--- src/rtl/debug_dump_unit_pkg.sv ---
// debug_dump_unit_pkg: frame constants and state/section encodings for the post-halt dump engine
package debug_dump_unit_pkg;
  localparam logic [7:0] DUMP_HEADER = 8'hA5;
  typedef enum logic [2:0] {
    DUMP_IDLE,
    DUMP_HDR,
    DUMP_ADDR,
    DUMP_CAPT,
    DUMP_WORD,
    DUMP_CSUM,
    DUMP_DONE
  } dump_state_t;
  typedef enum logic [1:0] {
    SEC_PC,
    SEC_REG,
    SEC_MEM
  } dump_sec_t;
endpackage

--- src/rtl/debug_dump_unit_serializer.sv ---
// debug_dump_unit_serializer: MSB-first word-to-byte shifter with running XOR checksum
// Ports: clk/reset (async active-low); clr zeroes the checksum; load/load_data capture a word;
// i_tx_ready sink ready; o_tx_data/o_tx_valid current byte; word_done flags the last byte's
// transfer; csum is the XOR of every byte transferred since clr.
module debug_dump_unit_serializer #(
  parameter int DATA_WIDTH = 32
) (
  input  logic                  clk,
  input  logic                  reset,
  input  logic                  clr,
  input  logic                  load,
  input  logic [DATA_WIDTH-1:0] load_data,
  input  logic                  i_tx_ready,
  output logic [7:0]            o_tx_data,
  output logic                  o_tx_valid,
  output logic                  word_done,
  output logic [7:0]            csum
);
  localparam int BYTES = DATA_WIDTH / 8;
  localparam int CW = (BYTES > 1) ? $clog2(BYTES) : 1;
  logic [DATA_WIDTH-1:0] sbuf;
  logic [CW-1:0]         cnt;
  logic                  active;
  logic                  xfer;
  assign xfer       = active && i_tx_ready;
  assign o_tx_valid = active;
  assign o_tx_data  = sbuf[DATA_WIDTH-1 -: 8];
  assign word_done  = xfer && cnt == CW'(BYTES - 1);
  always_ff @(posedge clk or negedge reset)
    if (!reset) begin
      sbuf   <= '0;
      cnt    <= '0;
      active <= 1'b0;
      csum   <= '0;
    end else begin
      if (clr) csum <= '0;
      else if (xfer) csum <= csum ^ o_tx_data;
      if (load) begin
        sbuf   <= load_data;
        cnt    <= '0;
        active <= 1'b1;
      end else if (xfer) begin
        sbuf   <= sbuf << 8;
        cnt    <= cnt + 1'b1;
        active <= !word_done;
      end
    end
endmodule

--- src/rtl/debug_dump_unit.sv ---
// debug_dump_unit: streams PC, register file and a data-memory window as a framed, checksummed byte stream
// Ports: clk, reset (async active-low); i_start/i_pc dump request and PC; o_reg_addr/i_reg_data
// combinational register read; o_mem_addr/i_mem_data 1-cycle synchronous memory read;
// o_tx_data/o_tx_valid/i_tx_ready byte stream; o_busy while dumping; o_done pulse at end.
module debug_dump_unit
  import debug_dump_unit_pkg::*;
#(
  parameter int DATA_WIDTH = 32,
  parameter int NUM_REGS   = 32,
  parameter int REG_ADDR_W = 5,
  parameter int MEM_WORDS  = 32,
  parameter int MEM_ADDR_W = 5
) (
  input  logic                  clk,
  input  logic                  reset,
  input  logic                  i_start,
  input  logic [DATA_WIDTH-1:0] i_pc,
  output logic [REG_ADDR_W-1:0] o_reg_addr,
  input  logic [DATA_WIDTH-1:0] i_reg_data,
  output logic [MEM_ADDR_W-1:0] o_mem_addr,
  input  logic [DATA_WIDTH-1:0] i_mem_data,
  output logic [7:0]            o_tx_data,
  output logic                  o_tx_valid,
  input  logic                  i_tx_ready,
  output logic                  o_busy,
  output logic                  o_done
);
  localparam int IW = (REG_ADDR_W > MEM_ADDR_W) ? REG_ADDR_W : MEM_ADDR_W;
  dump_state_t           state, state_n;
  dump_sec_t             sec;
  logic [IW-1:0]         idx;
  logic [DATA_WIDTH-1:0] pc_snap;
  logic [DATA_WIDTH-1:0] word;
  logic [7:0]            ser_data;
  logic [7:0]            csum;
  logic                  ser_valid;
  logic                  word_done;
  logic                  accept;
  logic                  last_reg;
  logic                  last_mem;
  assign accept     = state == DUMP_IDLE && i_start;
  assign last_reg   = idx == IW'(NUM_REGS - 1);
  assign last_mem   = idx == IW'(MEM_WORDS - 1);
  // Addresses come straight from the index register, so they are already stable
  // in ADDR (sync memory sees them at the ADDR edge) and hold through CAPT.
  assign o_reg_addr = sec == SEC_REG ? idx[REG_ADDR_W-1:0] : '0;
  assign o_mem_addr = sec == SEC_MEM ? idx[MEM_ADDR_W-1:0] : '0;
  assign word       = sec == SEC_PC ? pc_snap : sec == SEC_REG ? i_reg_data : i_mem_data;
  assign o_tx_valid = state == DUMP_HDR || state == DUMP_CSUM || ser_valid;
  assign o_tx_data  = state == DUMP_HDR ? DUMP_HEADER : state == DUMP_CSUM ? csum : ser_valid ? ser_data : 8'h00;
  assign o_busy     = state != DUMP_IDLE && state != DUMP_DONE;
  assign o_done     = state == DUMP_DONE;
  debug_dump_unit_serializer #(.DATA_WIDTH(DATA_WIDTH)) u_ser (
    .clk        (clk),
    .reset      (reset),
    .clr        (accept),
    .load       (state == DUMP_CAPT),
    .load_data  (word),
    .i_tx_ready (i_tx_ready),
    .o_tx_data  (ser_data),
    .o_tx_valid (ser_valid),
    .word_done  (word_done),
    .csum       (csum)
  );
  always_comb begin
    state_n = state;
    case (state)
      DUMP_IDLE: state_n = i_start ? DUMP_HDR : DUMP_IDLE;
      DUMP_HDR:  state_n = i_tx_ready ? DUMP_ADDR : DUMP_HDR;
      DUMP_ADDR: state_n = DUMP_CAPT;
      DUMP_CAPT: state_n = DUMP_WORD;
      DUMP_WORD: state_n = !word_done ? DUMP_WORD : (sec == SEC_MEM && last_mem) ? DUMP_CSUM : DUMP_ADDR;
      DUMP_CSUM: state_n = i_tx_ready ? DUMP_DONE : DUMP_CSUM;
      default:   state_n = DUMP_IDLE;
    endcase
  end
  always_ff @(posedge clk or negedge reset)
    if (!reset) begin
      state   <= DUMP_IDLE;
      sec     <= SEC_PC;
      idx     <= '0;
      pc_snap <= '0;
    end else begin
      state <= state_n;
      if (accept) begin
        pc_snap <= i_pc;
        sec     <= SEC_PC;
        idx     <= '0;
      end else if (state == DUMP_WORD && word_done) begin
        if (sec == SEC_PC) begin
          sec <= SEC_REG;
          idx <= '0;
        end else if (sec == SEC_REG && last_reg) begin
          sec <= SEC_MEM;
          idx <= '0;
        end else idx <= idx + 1'b1;
      end
    end
endmodule
--- config.mk ---
export PLATFORM = sky130hd
export DESIGN_NAME = debug_dump_unit
export DESIGN_NICKNAME = d
export VERILOG_FILES = /design/src/rtl/debug_dump_unit_pkg.sv /design/src/rtl/debug_dump_unit_serializer.sv /design/src/rtl/debug_dump_unit.sv
export SDC_FILE = /design/constraint.sdc
export NUM_CORES = 1
export LEC_CHECK = 0
export ABC_CLOCK_PERIOD_IN_PS = 2000
export BUFFER_PORTS_ARGS = -buffer_cell sky130_fd_sc_hd__buf_2
export CAP_MARGIN = 20
export CORE_MARGIN = 4
export CORE_UTILIZATION = 50
export CTS_BUF_LIST = sky130_fd_sc_hd__clkbuf_8 sky130_fd_sc_hd__clkbuf_16
export CTS_CLUSTER_DIAMETER = 80
export DETAILED_ROUTE_END_ITERATION = 6
export GPL_TIMING_DRIVEN = 0
export HOLD_SLACK_MARGIN = 0.06
export PLACE_DENSITY_LB_ADDON = 0.1
export SKIP_CTS_REPAIR_TIMING = 1
export SLEW_MARGIN = 20
export SYNTH_ARGS = -nofsm -noshare
export SYNTH_HDL_FRONTEND = slang
export SYNTH_SLANG_ARGS = --single-unit
--- constraint.sdc ---
create_clock -name clk -period 2 [get_ports clk]
set_input_delay 0.3 -clock clk [delete_from_list [all_inputs] [get_ports clk]]
set_output_delay 0.3 -clock clk [all_outputs]
set_load 0.01 [all_outputs]
==> results of run 1 <==
## cells by family (layout without fill, tap and decap cells)
group           after synthesis  in the layout  share of synthesized area
simple gates                259            259                      0.245
compound gates               94             94                      0.132
xor+xnor                      9              9                     0.0174
fa+ha+maj                     3              3                    0.00831
mux                          32             32                     0.0709
buf+inv                      48            188                     0.0557
flops                        85             85                      0.471
## final cells by class
type / instances / share of cell area
multi-input combinational: 397 / 0.385
inverter: 7 / 0.00471
timing repair buffer: 125 / 0.121
sequential: 85 / 0.381
tap: 108 / 0.0242
clock buffer: 9 / 0.0222
buffer: 40 / 0.0433
clock inverter: 7 / 0.0186
## through the flow
stage	hold slack [ns]	setup TNS (ns)	utilization	total power [mW]	setup WS (ns)
2_1_floorplan	0.00441	0	-	4.89	0.432
3_3_place_gp	0.456	-8.28	0.600	5.69	-0.104
3_5_place_dp	0.328	0	0.603	5.80	0.0554
4_1_cts	-0.0745	-3.42	0.629	7.20	-0.342
5_1_grt	0.121	-0.0109	0.637	7.87	-0.00815
6_report	0.130	0	0.637	7.28	0.0629
## state kept, by name (all words and copies together) (netlist names)
| register | cells |
|---|---|
| u_ser.o_tx_valid | 1 |
| u_ser.csum | 8 |
| u_ser.sbuf | 32 |
| idx | 5 |
| state | 3 |
| sec | 2 |
| u_ser.cnt | 2 |
| pc_snap | 32 |
## worst max-delay path by stage
stage,start,to,slack (ns)
detailed placement,sec[0]$_DFFE_PN0P_,o_reg_addr[0],0.06
finish,state[0]$_DFF_PN0_,o_tx_data[2],0.06
global placement,reset,pc_snap[17]$_DFFE_PN0P_,-0.10
floorplan,idx[0]$_DFFE_PN0P_,idx[2]$_DFFE_PN0P_,0.43
CTS,sec[0]$_DFFE_PN0P_,o_reg_addr[0],-0.34
global route,state[0]$_DFF_PN0_,o_tx_data[6],-0.008
## placed cells by master (no fill, tap or decap), drive strengths merged, types with 2 or more instances in the layout
| master | n |
|---|---|
| a31oi | 29 |
| nand3b | 3 |
| buf | 151 |
| clkinvlp | 2 |
| or3 | 2 |
| nand2 | 168 |
| bufinv | 2 |
| nand3 | 17 |
| clkbuf | 22 |
| mux2i | 32 |
| or2 | 2 |
| o31ai | 2 |
| o21ai | 16 |
| a21oi | 17 |
| nor2 | 43 |
| ha | 3 |
| a211oi | 24 |
| dfrtp | 85 |
| inv | 10 |
| and2 | 12 |
| nor2b | 5 |
| xnor2 | 5 |
| xor2 | 4 |
## routing by layer
metal,GRT usage,vias up,part of all wire
li1,-,2051,-
met1,0.324,1936,0.45
met2,0.392,132,0.49
met3,0.0453,17,0.054
met4,0.0578,0,0.014
met5,0,-,0
## worst register-to-register path, delay by kind of cell, from the launching register on
family / cells / cell delay (ns)
buffers and inverters: 3 / 0.62
flip-flops: 1 / 0.41
AND/OR/NAND/NOR: 2 / 0.72
## power by group through the flow
stage / registers [mW] / clock network, mW / logic [mW]
floorplan: 2.73 / 0 / 2.16
global placement: 2.81 / 0 / 2.88
detailed placement: 2.85 / 0 / 2.96
CTS: 2.81 / 1.42 / 2.97
global route: 2.91 / 1.49 / 3.47
finish: 2.82 / 1.39 / 3.07
==> qor.yml, run 1 <==
hp-class: "in2reg"
synth_seq_cells: 85
grt_antenna_before_repair: 0
die_area_mm2: 0.0106
initial_utilization: 0.516
intPower_mw: 4.46
fin_crit_sh: 0.969
drc: 0
root_buffer: "clkbuf_8"
ys_seq_area_frac: 0.471
drt_iter0_drc: 219
cts.sinks: 85
finalHoldViolations: 0
p_leak_nw: 2.75
ant_nets: 0
final_cells: 778
p_seq_frac: 0.387
clockPowerShare: 0.191
crit_required_ns: 1.70
dpl.cell_count: 759
rows: 34
r2r_slack_ns: 0.14
synth_nets: 633
achievable-frequency_ghz: 0.516
syn2layout_area_growth_pct: 23.5
seqCellArea_mm2: 0.00213
p_sw_mw: 2.83
grtUsageTotal: 0.237
final-setup-viol-count: 0
peakVddDrop_v: 0.000560
grt-ovfl-total: 0
yosysMostFrequentCell: "nand2_1"
path_cells: "buf_6 > nor2b_1 > buf_4 > buf_6 > a31oi_1 > buf_2"
crit_family: "buffers and inverters"
num_vias: 4136
syn_inst: 530
whs_path_depth: 3
end_kind: "output pin"
critPathBufInv: 4
power_density_mw_per_mm2: 1310
synth_top_area_frac: 0.471
cts_buffers: 9
critical_path.slowest_cell: "dfrtp_1"
clk_latency_ns: 0.36
grt_pass1_wl_um: 19700
ys.warnings.count: 0
synth.avg_cell_area_um2: 8.52
r2r.worst_path.cells: 5
hp-start: "i_pc[28]"
grt_max_degree: 48
cpMostUsedCell: "buf_6"
r2r-start: "state[0]$_DFF_PN0_"
dp_hpwl_um: 9260
coreArea_mm2: 0.00876
yosys.area.top_type: "dfrtp_1"
comb_power_share: 0.422
finClkSkew_ns: 0.0154
ys_dominant_reg_cell: "dfrtp_1"
first_global_vias: 4087
slew_headroom: 0.497
tightest_slew_ns: 0.752
routed_wl_um: 12200
maxSlewViolCount: 0
cts_buffer_depth: 2
outcome: "completed"
drive_gt1_frac: 0.258
gp_congestion: 0.802
cp.depth: 6
cts_tree: "yes"
cp_max_fo: 9
synthArstFlopShare: 1.00
vias_per_cell: 5.32
cp-start-kind: "register"
cp.arrival_ns: 1.64
synth_edf_count: 0
nFillCells: 791
fp.dieW_um: 103
firstDrtPassIters: 5
syn_area_mm2: 0.00452
synth.area.top_cells: "dfrtp_1 47%, nand2_1 14%, mux2i_1 7.1%"
fin_nets: 768
max_cap_violations: 0
io_buffers: 120
multi_input_area_mm2: 0.00215
max_stage_delay_ns: 0.41
htree_levels: 3
holdPathEnd: "pc_snap[28]$_DFFE_PN0P_"
finalCriticalPeriod_ns: 1.94
design_area_mm2: 0.00558
place_area_mm2: 0.00528
synth_top_cells_by_count: "167 x nand2_1, 85 x dfrtp_1, 43 x nor2_1"
reg2reg_to: "u_ser.csum[7]$_DFFE_PN0P_"
crit_type: "reg2out"
wire_per_inst_um: 15.7
synth_cell_types: 38
p_sw_frac: 0.388
diodes: 0
ios: 121
die_h_um: 103
clkSlewWorstSetupHoldPaths_ns: 0.09
No activity file was read; power rests on OpenSTA's default activity.
==> run 2: changes to the inputs <==
- ABC_AREA: unset -> 1
- CORE_MARGIN: 4 -> 10
==> run 2 against run 1 <==
Global-route usage shrank 4.7 points. Critical endpoint is now o_tx_data[1]. Critical path depth unchanged. Register-to-register slack better by 0.09 ns.
==> qor.yml, run 2 <==
yosys.area_share.simple: 0.313  # +0.0676
drive_gt1_frac: 0.223  # -0.0357
muxShareOfSynthArea: 0  # -0.0709
io_buffers: 119  # -0.83%
max_cap_violations: 0  # unchanged
synth.avg_cell_area_um2: 7.14  # -16%
synth_seq_cells: 85  # unchanged
synth_nets: 730  # +15%
dp_hpwl_um: 9800  # +5.8%
peakVddDrop_v: 0.000524  # -6.5%
synth.area.top_cells: "dfrtp_1 48%, nand2_1 24%, a21oi_1 5.4%"
fin_setup_tns_ns: 0  # unchanged
clkSlewWorstSetupHoldPaths_ns: 0.08  # about the same
whs_ns: 0.138  # +0.00852 ns
fin_nets: 862  # +12%
end_kind: "output pin"
coreArea_mm2: 0.00872  # -0.49%
synth_edf_count: 0  # unchanged
dpl.cell_count: 855  # +13%
rows: 34  # unchanged
cts.sinks: 85  # unchanged
final_cells: 872  # +12%
synth_cell_types: 25  # -34%
wire_per_inst_um: 14.4  # -7.8%
diodes: 0  # unchanged
p_leak_nw: 2.98  # +8.7%
grt_pass1_wl_um: 20500  # +4.3%
crit_required_ns: 1.70  # about the same
drc: 0  # unchanged
crit_path_start: "state[1]$_DFF_PN0_"
initial_utilization: 0.513  # -0.00251
synthArstFlopShare: 1.00  # unchanged
maxSlewViolCount: 0  # unchanged
die_area_mm2: 0.0131  # +24%
cp_max_fo: 6  # -3
grt_max_degree: 57  # +19%
num_vias: 4388  # +6.1%
nFillCells: 816  # +3.2%
grt-ovfl-total: 0  # unchanged
yosysMostFrequentCell: "nand2_1"
firstDrtPassIters: 5  # unchanged
cp.arrival_ns: 1.62  # -0.02 ns
preCtsSetupSlack_ns: 0.106  # +0.0502 ns
slew_headroom: 0.641  # +0.144
synth_fa_ha_area_frac: 0.00839  # +0.0000813
grtUsageTotal: 0.190  # -0.0473
drt_iter0_drc: 218  # -0.46%
ant_nets: 0  # unchanged
finalPower_mw: 7.14  # -2.0%
cts_buffer_depth: 2  # unchanged
synth_xor_xnor_area_share: 0.00196  # -0.0155
syn_inst: 627  # +18%
achievable-frequency_ghz: 0.521  # +0.87%
syn_area_mm2: 0.00447  # -0.97%
ys_dominant_reg_cell: "dfrtp_1"
synth_compound_area_frac: 0.127  # -0.00486
fp.dieW_um: 115  # +11%
outcome: "completed"
gp_congestion: 0.842  # +5.1%
layout_common_cells: "287 x nand2_1, 135 x buf_2, 85 x dfrtp_1"
finClkSkew_ns: 0.00907  # -0.00636 ns
reg_top3: "pc_snap: 32 flops, u_ser.sbuf: 32 flops, u_ser.csum: 8 flops"
die_h_um: 115  # +11%
power_density_mw_per_mm2: 1310  # +0.20%
root_buffer: "clkbuf_8"
fin_crit_sh: 0.960  # -0.00833
synth_top_area_frac: 0.475  # +0.00461
cp-start-kind: "register"
syn2layout_area_growth_pct: 22.0
finalCriticalPeriod_ns: 1.92  # -0.0167 ns
design_area_mm2: 0.00546  # -2.2%
clk_latency_ns: 0.35  # about the same
ys_seq_area_frac: 0.475  # +0.00461
grt_antenna_before_repair: 0  # unchanged
htree_levels: 3  # unchanged
cts_tree: "yes"
crit_type: "reg2out"
final_common_cell: "nand2_1"
endpoint: "o_tx_data[1]"
r2r.worst_path.cells: 6  # +1
reg2reg_to: "pc_snap[31]$_DFFE_PN0P_"
finalHoldViolations: 0  # unchanged
cts_buffers: 9  # unchanged
r2r_slack_ns: 0.23  # +0.09 ns
synth_top_cells_by_count: "288 x nand2_1, 85 x dfrtp_1, 49 x nor2_1"
rsz0062_at_grt: "false"
synth_top_family_by_area: "simple AND/OR/NAND/NOR gates"
final-setup-viol-count: 0  # unchanged
vias_per_cell: 5.03  # -5.3%
routed_wl_um: 12600  # +3.3%
first_global_vias: 4426  # +8.3%
ys.warnings.count: 0  # unchanged
worst_slack_ns: 0.0796  # +0.0167 ns
yosys.area.top_type: "dfrtp_1"
fin_util: 0.626  # -0.0110
r2r-start: "state[0]$_DFF_PN0_"
place_area_mm2: 0.00524  # -0.92%
ios: 121  # unchanged
tightest_slew_ns: 0.537  # -0.215 ns
hp-class: "in2reg"
-- run 2: cell count changes after synthesis, sizes merged, moves of 5 or more --
cell / delta
a21oi: +31
clkbuf: -8
a211oi: -24
nand2: +120
and2: -12
inv: +34
nor2b: -5
xnor2: -5
o21ai: +38
nor2: +9
mux2i: -32
a31oi: -29
-- run 2: per-layer routing --
layer / vias to the layer above / track usage / routed length [µm]
met3: 22 / 0.0461 / 733
met2: 132 / 0.308 / 6080
met1: 2002 / 0.244 / 5570
met5: - / 0 / 0
li1: 2232 / - / -
met4: 0 / 0.0576 / 214
-- run 2: cell families after synthesis --
group	count (synthesis)
AND/OR/NAND/NOR	359
AO/OA/AOI/OAI	108
flip-flops	85
buffers and inverters	71
adder cells (fa/ha/maj)	3
XOR/XNOR	1
-- run 2: cell type report --
cell class	count	area, µm²	area share
sequential	85	2130	0.390
clock buffer	10	138	0.0252
inverter	41	154	0.0282
tap	108	135	0.0248
multi-input combinational	471	2030	0.372
timing repair buffer	122	643	0.118
buffer	29	176	0.0323
clock inverter	6	56.3	0.0103
-- run 2: worst min path at each step --
stage	slack [ns]	cells after the start	endpoint	startpoint
floorplan	0.004	0	idx[0]$_DFFE_PN0P_	reset
global placement	0.46	2	pc_snap[11]$_DFFE_PN0P_	pc_snap[11]$_DFFE_PN0P_
detailed placement	0.27	1	idx[3]$_DFFE_PN0P_	reset
CTS	-0.11	1	idx[3]$_DFFE_PN0P_	reset
global route	0.13	3	pc_snap[24]$_DFFE_PN0P_	i_pc[24]
finish	0.14	3	pc_snap[12]$_DFFE_PN0P_	i_pc[12]
-- run 2: worst max-delay path, cell delays in order (launching register included) --
cell and delay [ns]:
dfrtp_1 0.40, inv_1 0.17, nand2_4 0.11, nor2_4 0.13, inv_1 0.10, o21ai_0 0.18, buf_2 0.17
-- run 2: report_power, final --
part / switching [mW] / internal, mW / total (mW)
sequential: 0.480 / 2.45 / 2.93
clock: 0.609 / 0.599 / 1.21
combinational: 1.89 / 1.12 / 3.01
total: 2.98 / 4.16 / 7.14
